### config.mk
export PLATFORM = sky130hd
export DESIGN_NAME = multicycle_control_fsm
export DESIGN_NICKNAME = d
export VERILOG_FILES = /design/src/rtl/multicycle_control_fsm_pkg.sv /design/src/rtl/multicycle_control_fsm.sv
export SDC_FILE = /design/constraint.sdc
export NUM_CORES = 1
export LEC_CHECK = 0
export CAP_MARGIN = 0
export CORE_MARGIN = 5
export CORE_UTILIZATION = 47
export DETAILED_ROUTE_END_ITERATION = 6
export GPL_TIMING_DRIVEN = 0
export PLACE_DENSITY = 0.8
export SLEW_MARGIN = 5
export SYNTH_ARGS = -nofsm -noshare
export SYNTH_HDL_FRONTEND = slang
export SYNTH_SLANG_ARGS = --single-unit
### constraint.sdc
create_clock -name clk -period 2.9 [get_ports clk]
set_input_delay 0.29 -clock clk [delete_from_list [all_inputs] [get_ports clk]]
set_output_delay 0.29 -clock clk [all_outputs]
set_load 0.02 [all_outputs]
### src/rtl/multicycle_control_fsm_pkg.sv
// Shared opcode, state and mux-select constants for the multicycle control FSM.
package multicycle_control_fsm_pkg;

   localparam logic [6:0] OP_ARITHMETIC     = 7'b0110011;
   localparam logic [6:0] OP_ARITHMETIC_IMM = 7'b0010011;
   localparam logic [6:0] OP_LOAD           = 7'b0000011;
   localparam logic [6:0] OP_STORE          = 7'b0100011;
   localparam logic [6:0] OP_BRANCH         = 7'b1100011;
   localparam logic [6:0] OP_JAL            = 7'b1101111;
   localparam logic [6:0] OP_JALR           = 7'b1100111;
   localparam logic [6:0] OP_ECALL          = 7'b1110011;

   typedef enum logic [2:0] {
      StIf   = 3'd0,
      StId   = 3'd1,
      StEx   = 3'd2,
      StMem  = 3'd3,
      StWb   = 3'd4,
      StHalt = 3'd5
   } state_e;

   localparam logic [1:0] PC_SRC_PC4    = 2'b00;
   localparam logic [1:0] PC_SRC_ALUOUT = 2'b01;
   localparam logic [1:0] PC_SRC_ALU    = 2'b10;

   localparam logic [1:0] WB_ALUOUT = 2'b00;
   localparam logic [1:0] WB_MDR    = 2'b01;
   localparam logic [1:0] WB_PC4    = 2'b10;

   localparam logic [1:0] ALU_CTRL_ADD    = 2'b00;
   localparam logic [1:0] ALU_CTRL_DECODE = 2'b01;

endpackage

### src/rtl/multicycle_control_fsm.sv
// Multicycle RV32 control unit: IF/ID/EX/MEM/WB sequencing, halt on ECALL,
// and a retired-instruction counter that ticks on every PC write.
module multicycle_control_fsm
   import multicycle_control_fsm_pkg::*;
#(
   parameter int unsigned RET_W = 32
) (
   input  logic             clk,
   input  logic             reset,
   input  logic [6:0]       opcode,
   input  logic             mem_ready,
   input  logic             bcond,
   input  logic             halt_req,
   output logic             pc_write,
   output logic             ir_write,
   output logic             mem_read,
   output logic             mem_write,
   output logic             i_or_d,
   output logic             reg_write,
   output logic             alu_src_a,
   output logic             alu_src_b,
   output logic [1:0]       pc_source,
   output logic [1:0]       wb_sel,
   output logic [1:0]       alu_ctrl_sel,
   output logic [2:0]       state,
   output logic             is_halted,
   output logic             retire_pulse,
   output logic [RET_W-1:0] retired_cnt
);

   state_e           state_q, state_d;
   logic [RET_W-1:0] retired_q;

   always_ff @(posedge clk) begin
      if (reset) begin
         state_q   <= StIf;
         retired_q <= '0;
      end else begin
         state_q <= state_d;
         if (pc_write) retired_q <= retired_q + RET_W'(1);
      end
   end

   always_comb begin
      state_d      = state_q;
      pc_write     = 1'b0;
      ir_write     = 1'b0;
      mem_read     = 1'b0;
      mem_write    = 1'b0;
      i_or_d       = 1'b0;
      reg_write    = 1'b0;
      alu_src_a    = 1'b0;
      alu_src_b    = 1'b0;
      pc_source    = PC_SRC_PC4;
      wb_sel       = WB_ALUOUT;
      alu_ctrl_sel = ALU_CTRL_ADD;
      is_halted    = 1'b0;

      case (state_q)
         StIf: begin
            mem_read = 1'b1;
            if (mem_ready) begin
               ir_write = 1'b1;
               state_d  = StId;
            end
         end
         StId: begin
            // Speculative branch target: ALUOut <- PC + imm.
            alu_src_b = 1'b1;
            state_d   = (opcode == OP_ECALL && halt_req) ? StHalt : StEx;
         end
         StEx: begin
            state_d = StIf;
            case (opcode)
               OP_ARITHMETIC: begin
                  alu_src_a    = 1'b1;
                  alu_ctrl_sel = ALU_CTRL_DECODE;
                  state_d      = StWb;
               end
               OP_ARITHMETIC_IMM: begin
                  alu_src_a    = 1'b1;
                  alu_src_b    = 1'b1;
                  alu_ctrl_sel = ALU_CTRL_DECODE;
                  state_d      = StWb;
               end
               OP_LOAD, OP_STORE: begin
                  alu_src_a = 1'b1;
                  alu_src_b = 1'b1;
                  state_d   = StMem;
               end
               OP_BRANCH: begin
                  alu_src_a    = 1'b1;
                  alu_ctrl_sel = ALU_CTRL_DECODE;
                  pc_write     = 1'b1;
                  pc_source    = bcond ? PC_SRC_ALUOUT : PC_SRC_PC4;
               end
               OP_JAL: begin
                  reg_write = 1'b1;
                  wb_sel    = WB_PC4;
                  pc_write  = 1'b1;
                  pc_source = PC_SRC_ALUOUT;
               end
               OP_JALR: begin
                  alu_src_a = 1'b1;
                  alu_src_b = 1'b1;
                  reg_write = 1'b1;
                  wb_sel    = WB_PC4;
                  pc_write  = 1'b1;
                  pc_source = PC_SRC_ALU;
               end
               default: pc_write = 1'b1;  // ECALL without halt and unknown opcodes act as NOP
            endcase
         end
         StMem: begin
            i_or_d = 1'b1;
            if (opcode == OP_LOAD) begin
               mem_read = 1'b1;
               if (mem_ready) state_d = StWb;
            end else begin
               mem_write = 1'b1;
               if (mem_ready) begin
                  pc_write = 1'b1;
                  state_d  = StIf;
               end
            end
         end
         StWb: begin
            reg_write = 1'b1;
            wb_sel    = (opcode == OP_LOAD) ? WB_MDR : WB_ALUOUT;
            pc_write  = 1'b1;
            state_d   = StIf;
         end
         StHalt: is_halted = 1'b1;
         default: state_d = StIf;
      endcase

      if (reset) begin
         pc_write     = 1'b0;
         ir_write     = 1'b0;
         mem_read     = 1'b0;
         mem_write    = 1'b0;
         i_or_d       = 1'b0;
         reg_write    = 1'b0;
         alu_src_a    = 1'b0;
         alu_src_b    = 1'b0;
         pc_source    = PC_SRC_PC4;
         wb_sel       = WB_ALUOUT;
         alu_ctrl_sel = ALU_CTRL_ADD;
         is_halted    = 1'b0;
      end
   end

   assign retire_pulse = pc_write;
   assign state        = state_q;
   assign retired_cnt  = retired_q;

endmodule
==> impl_metrics.ini, run 1 <==
[routing]
via_per_inst = 5.91
ant_nets = 0
wl_per_cell_um = 15.1
drtIter0Drc = 172
firstDrtPassIters = 4
wl_mm = 5.85
vias = 2292
drc_errors = 0

[clocking]
ctsHtreeMaxLevel = 2
clkTransAtPathRegs_ns = 0.07
cts_buffers = 5
cts_buffer_depth = 2
numClockSinks = 35
cts_root_buf = clkbuf_8
clk_latency_ns = 0.29
cts_tree = yes

[setup_path]
cp_max_fo = 11
cp_common_cell = clkdlybuf4s50_1
crit_path_start = opcode[3]
regToRegSetupSlack_ns = 0.48
rr_worst_depth = 7
slowest_delay_ns = 0.53
slowest_stage = clkdlybuf4s50_1
r2r-start = state[2]
cp-start-kind = input port
end_kind = output pin
worst-path-buf-inv = 4
worstPathArrival_ns = 2.63
cp.required_ns = 2.61
crit_family = buffers and inverters
reg2reg_to = retired_cnt[28]
critPathKind = input port to output pin
path_cells = clkdlybuf4s50_1 > or3_1 > a211oi_4 > o21a_4 > inv_1 > buf_4 > clkdlybuf4s50_1

[pwr]
swShare = 0.255
combinationalPowerShare = 0.104
p_per_area_nw_per_um2 = 329
clkPwrFrac = 0.373
p_leak_nw = 0.996
p_seq_frac = 0.522
irDropWorstVdd_mv = 0.273
p_total_w = 0.000931
internal_power_w = 0.000694
power_switching_w = 0.000238

[synthesis]
yosys-mux-area-fraction = 0.00977
synth_fa_ha_area_frac = 0.00611
synth_compound_area_frac = 0.227
avgSynthCellArea_um2 = 7.70
syn-cell-area_um2 = 2050
syn-instance-count = 266
synth_top_area_frac = 0.342
synth_top_family_by_area = simple AND/OR/NAND/NOR gates
synth_edf_count = 0
synth-xor-area-share = 0.00855
synthArstFlopShare = 0
ys_warn_count = 0
synth_seq_cells = 35
seq_area_frac_synth = 0.342
synth_simple_gate_area_frac = 0.354
yosysTopAreaCell = dfxtp_1
synthTopCellsByArea = dfxtp_1, a21oi_1, or3_1, nand2_1, o21ai_0
syn-num-nets = 279
synth_ff_type = dfxtp_1
ys_types = 49

[run_status]
outcome = finished, violations left
violations = setup timing

[timing]
finalSetupTns_ns = -0.0247
finalCritPeriodShare = 1.01
max_freq_mhz = 342
worst_slew_pin_slew_ns = 0.756
setup_slack_ns = -0.0247
fin_skew_ns = 0.00234
hold_viol = 0
slew_headroom = 0.495
drv_slew = 0
period_needed_ns = 2.92
setup_viol = 1
rsz0062_at_grt = yes

[global_route]
grt_pass1_wl_mm = 9.64
grt_pass1_vias = 2063
met3_usage = 0.0366
antenna_found_initial = 0
grt_max_degree = 16
busiest_layer = met2
grtUsageTotal = 0.196
use_met2 = 0.326
globalRouteMet1Util = 0.255
overflow = 0

[cells_and_area]
final_cell_area_um2 = 2830
nFillCells = 393
layout-drive-gt1-share = 0.0863
layout_common_cells = clkdlybuf4s50_1, dfxtp_1, a21oi_1, nand2_1
n_antenna_cell = 0
utilization = 0.660
nets = 348
final_common_cell = clkdlybuf4s50_1
area.growth.synth_to_final_pct = 38.3
stdcell_count = 388

[placed_design]
placed_area_um2 = 2720
port_buffers = 61
gp_congestion = 0.854
hpwl_mm = 4.32
dp.cells = 379

[floorplan]
start_util = 0.477
dieHeight_um = 76.0
die_w_um = 76.0
die_area_um2 = 5780
fp-row-count = 24
fp.coreArea_um2 = 4290
io_pins = 63

[flow_run]
max_cap_violations = 0

[min_path]
holdPathEnd = retired_cnt[1]
holdPathStages = 2
hold_path_class = flop to flop
worstHoldStart = retired_cnt[1]
-- flip-flops by register name (all words and copies together) (netlist names) --
register,cells
retired_cnt,32
state,3
-- synthesized netlist by cell type (2+ instances only) --
cell	instances
or4b_1	2
nand3_1	9
mux2i_1	2
or4_1	8
o31ai_1	9
nor3_1	7
dfxtp_1	35
clkbuf_1	9
and2_1	3
o21ai_0	16
o21a_1	3
or2_2	4
and4_1	7
a21oi_1	34
nor2_1	11
and3_1	5
a31o_2	2
inv_1	8
nand2_1	25
buf_2	3
nor4_1	3
buf_4	3
or3_1	16
nand2b_1	4
nor2b_1	3
nand4_1	12
-- layer usage --
| layer | up-vias | part of all wire |
|---|---|---|
| met4 | 0 | 0.0094 |
| met1 | 1072 | 0.45 |
| li1 | 1145 | - |
| met2 | 69 | 0.48 |
| met5 | - | 0 |
| met3 | 6 | 0.062 |
-- cell families (layout without fill, tap and decap cells) --
| family | after synthesis | after routing |
|---|---|---|
| other | 1 | 1 |
| flip-flops | 35 | 35 |
| adder cells (fa/ha/maj) | 1 | 1 |
| buffers and inverters | 24 | 94 |
| multiplexers | 2 | 2 |
| AND/OR/NAND/NOR | 125 | 125 |
| AO/OA/AOI/OAI | 76 | 76 |
| XOR/XNOR | 2 | 2 |
-- tightest hold or removal path, delay by kind of cell, from the launching register on --
kind / cells / cell delay [ns]
flops: 1 / 0.33
simple gates: 1 / 0.06
compound gates: 1 / 0.05
-- power by group through the flow --
stage               sequential [W]  combinational, W  clock (W)
floorplan                 0.000500         0.0000472          0
global placement          0.000498         0.0000942          0
detailed placement        0.000498         0.0000954          0
CTS                       0.000486         0.0000964   0.000353
global route              0.000487          0.000105   0.000368
finish                    0.000487         0.0000972   0.000348
-- metrics by stage --
stage / setup WS, ns / hold WS, ns
floorplan: 0.430 / 0.505
global placement: -0.691 / 0.473
detailed placement: -0.667 / 0.476
CTS: -0.0484 / 0.489
global route: -0.132 / 0.524
finish: -0.0247 / 0.488
-- what timing repair did --
| item | CTS | global route |
|---|---|---|
| resized for setup | 11 | 8 |
| setup endpoints to repair | 8 | 8 |
| cloned | 0 | 0 |
| pin swaps | 0 | 1 |
| buffers inserted | 0 | 2 |
| hold buffers | 0 | 0 |
-- how the worst max path moves through the flow --
stage	cells after the start	slack, ns	to
2_1_floorplan	7	0.43	retire_pulse
3_3_place_gp	8	-0.69	retire_pulse
3_5_place_dp	8	-0.67	retire_pulse
4_1_cts	7	-0.05	retire_pulse
5_1_grt	7	-0.13	retire_pulse
6_report	7	-0.02	retire_pulse
-- final cells by class --
cell class | instances | area, um^2 | area share
multi-input combinational | 207 | 1260 | 0.446
sequential | 35 | 701 | 0.247
timing repair buffer | 63 | 621 | 0.219
clock buffer | 7 | 76.3 | 0.0269
buffer | 15 | 72.6 | 0.0256
tap | 52 | 65.1 | 0.0230
inverter | 8 | 30.0 | 0.0106
clock inverter | 1 | 5.00 | 0.00177
Note: power is estimated with default switching activity, not from simulation.
==> run 2, diff against run 1 <==
--- a/config.mk
+++ b/config.mk
@@ -7,10 +7,10 @@
 export LEC_CHECK = 0
 export CAP_MARGIN = 0
 export CORE_MARGIN = 5
-export CORE_UTILIZATION = 47
+export CORE_UTILIZATION = 50
 export DETAILED_ROUTE_END_ITERATION = 6
 export GPL_TIMING_DRIVEN = 0
-export PLACE_DENSITY = 0.8
+export PLACE_DENSITY = 0.86
 export SLEW_MARGIN = 5
 export SYNTH_ARGS = -nofsm -noshare
 export SYNTH_HDL_FRONTEND = slang
==> constraint.sdc (replaced) <==
create_clock -name clk -period 3.7 [get_ports clk]
set_input_delay 0.37 -clock clk [delete_from_list [all_inputs] [get_ports clk]]
set_output_delay 0.37 -clock clk [all_outputs]
set_load 0.02 [all_outputs]
==> run 2 against run 1 <==
  * The run now ends clean
  * Clock skew up 0.0045 ns
  * Via count up 1.9%
  * Wire length up 0.10%
  * Largest power group unchanged
==> impl_metrics.ini, run 2 (synthesis gave the netlist of run 1 again) <==
[run_status]
outcome = completed

[setup_path]
cp.required_ns = 3.33
r2r-start = state[2]
regToRegSetupSlack_ns = 1.34
critPathKind = input port to output pin
slowest_delay_ns = 0.53
rr_worst_depth = 7
cp-start-kind = input port
slowest_stage = clkdlybuf4s50_1
worst-path-buf-inv = 5
crit_family = buffers and inverters
end_kind = output pin
path_cells = clkdlybuf4s50_1 > or3_1 > a211oi_2 > o21a_1 > clkbuf_1 > inv_1 > buf_4 > clkdlybuf4s50_1
cp_max_fo = 10
cp_common_cell = clkdlybuf4s50_1
worstPathArrival_ns = 3.20
reg2reg_to = retired_cnt[18]

[pwr]
irDropWorstVdd_mv = 0.237
p_leak_nw = 0.896
p_per_area_nw_per_um2 = 272

[timing]
fin_skew_ns = 0.00687
hold_viol = 0
max_freq_mhz = 280
worst_slew_pin_slew_ns = 0.681
setup_viol = 0
slew_headroom = 0.545
fin_hold_ws_ns = 0.492
period_needed_ns = 3.57
setup_slack_ns = 0.131
finalCritPeriodShare = 0.965
drv_slew = 0

[cells_and_area]
final_cell_area_um2 = 2830
largest_reg_flops = 32
nets = 347
multi_input_area_um2 = 1250
final_common_cell = clkdlybuf4s50_1
n_antenna_cell = 0
layout_common_cells = clkdlybuf4s50_1, dfxtp_1, a21oi_1, nand2_1
utilization = 0.708
layout-drive-gt1-share = 0.0746
area.growth.synth_to_final_pct = 38.2
ff_latch_area_um2 = 701
stdcell_count = 385
nFillCells = 327

[routing]
vias = 2336
wl_mm = 5.86
via_per_inst = 6.07
ant_nets = 0
drtIter0Drc = 174
drc_errors = 0
wl_per_cell_um = 15.2
firstDrtPassIters = 4

[global_route]
grtUsageTotal = 0.222
overflow = 0
grt_max_degree = 12
grt_pass1_vias = 2114
antenna_found_initial = 0
grt_pass1_wl_mm = 9.65

[min_path]
hold_path_class = flop to flop
holdPathEnd = retired_cnt[1]
worstHoldStart = retired_cnt[1]
holdPathStages = 2

[placed_design]
placed_area_um2 = 2720
gp_congestion = 0.854
port_buffers = 61
place_ws_ns = 0.0365
hpwl_mm = 4.28
dp.cells = 377

[flow_run]
max_cap_violations = 0

[clocking]
cts_tree = yes
numClockSinks = 35
clk_latency_ns = 0.29
ctsHtreeMaxLevel = 2
clkTransAtPathRegs_ns = 0.07
cts_buffers = 5
cts_hold_buf = 0
cts_root_buf = clkbuf_8
cts_buffer_depth = 2

[floorplan]
io_pins = 63
start_util = 0.512
die_w_um = 74.0
fp-row-count = 23
dieHeight_um = 74.0
fp.coreArea_um2 = 4000
die_area_um2 = 5480
## run 2: worst min-delay path: cells and delay by family (launching register included)
| family | cells | cell delay (ns) |
|---|---|---|
| flip-flops | 1 | 0.34 |
| AND/OR/NAND/NOR | 1 | 0.06 |
| AO/OA/AOI/OAI | 1 | 0.05 |
## run 2: metal layers
metal / global-route usage / up-vias / part of all wire
li1: - / 1136 / -
met1: 0.301 / 1110 / 0.44
met2: 0.354 / 83 / 0.48
met3: 0.0446 / 7 / 0.068
met4: 0.0684 / 0 / 0.010
met5: 0 / - / 0
## run 2: timing repair
action,in CTS,in global routing
setup endpoints to repair,0,2
buffers inserted,0,0
resized for setup,0,1
## run 2: through the flow
stage          power (W)  TNS (ns)
3_5_place_dp    0.000464         0
3_3_place_gp    0.000463         0
6_report        0.000770         0
2_1_floorplan   0.000429         0
5_1_grt         0.000798  -0.00359
4_1_cts         0.000769         0
## run 2: final cells by class
cell class | count | area share
Buffer | 16 | 0.0265
Clock buffer | 7 | 0.0340
Clock inverter | 1 | 0.00265
Inverter | 8 | 0.0106
Multi-Input combinational cell | 207 | 0.441
Sequential cell | 35 | 0.248
Tap cell | 50 | 0.0221
Timing Repair Buffer | 61 | 0.216
## run 2: worst max-delay path by stage
stage          cells past startpoint  startpoint            to
4_1_cts                            8   opcode[3]  retire_pulse
5_1_grt                            8   opcode[2]  retire_pulse
3_3_place_gp                       8   opcode[3]  retire_pulse
6_report                           8   opcode[3]  retire_pulse
2_1_floorplan                      7    state[2]  retire_pulse
3_5_place_dp                       8   opcode[3]  retire_pulse
## run 2: where the power goes
group	switching, W	leakage (nW)	total [W]	internal [W]
clock network	0.000143	0.0505	0.000312	0.000169
logic	0.0000425	0.563	0.0000759	0.0000334
registers	0.00000282	0.282	0.000381	0.000379
total	0.000188	0.896	0.000770	0.000581
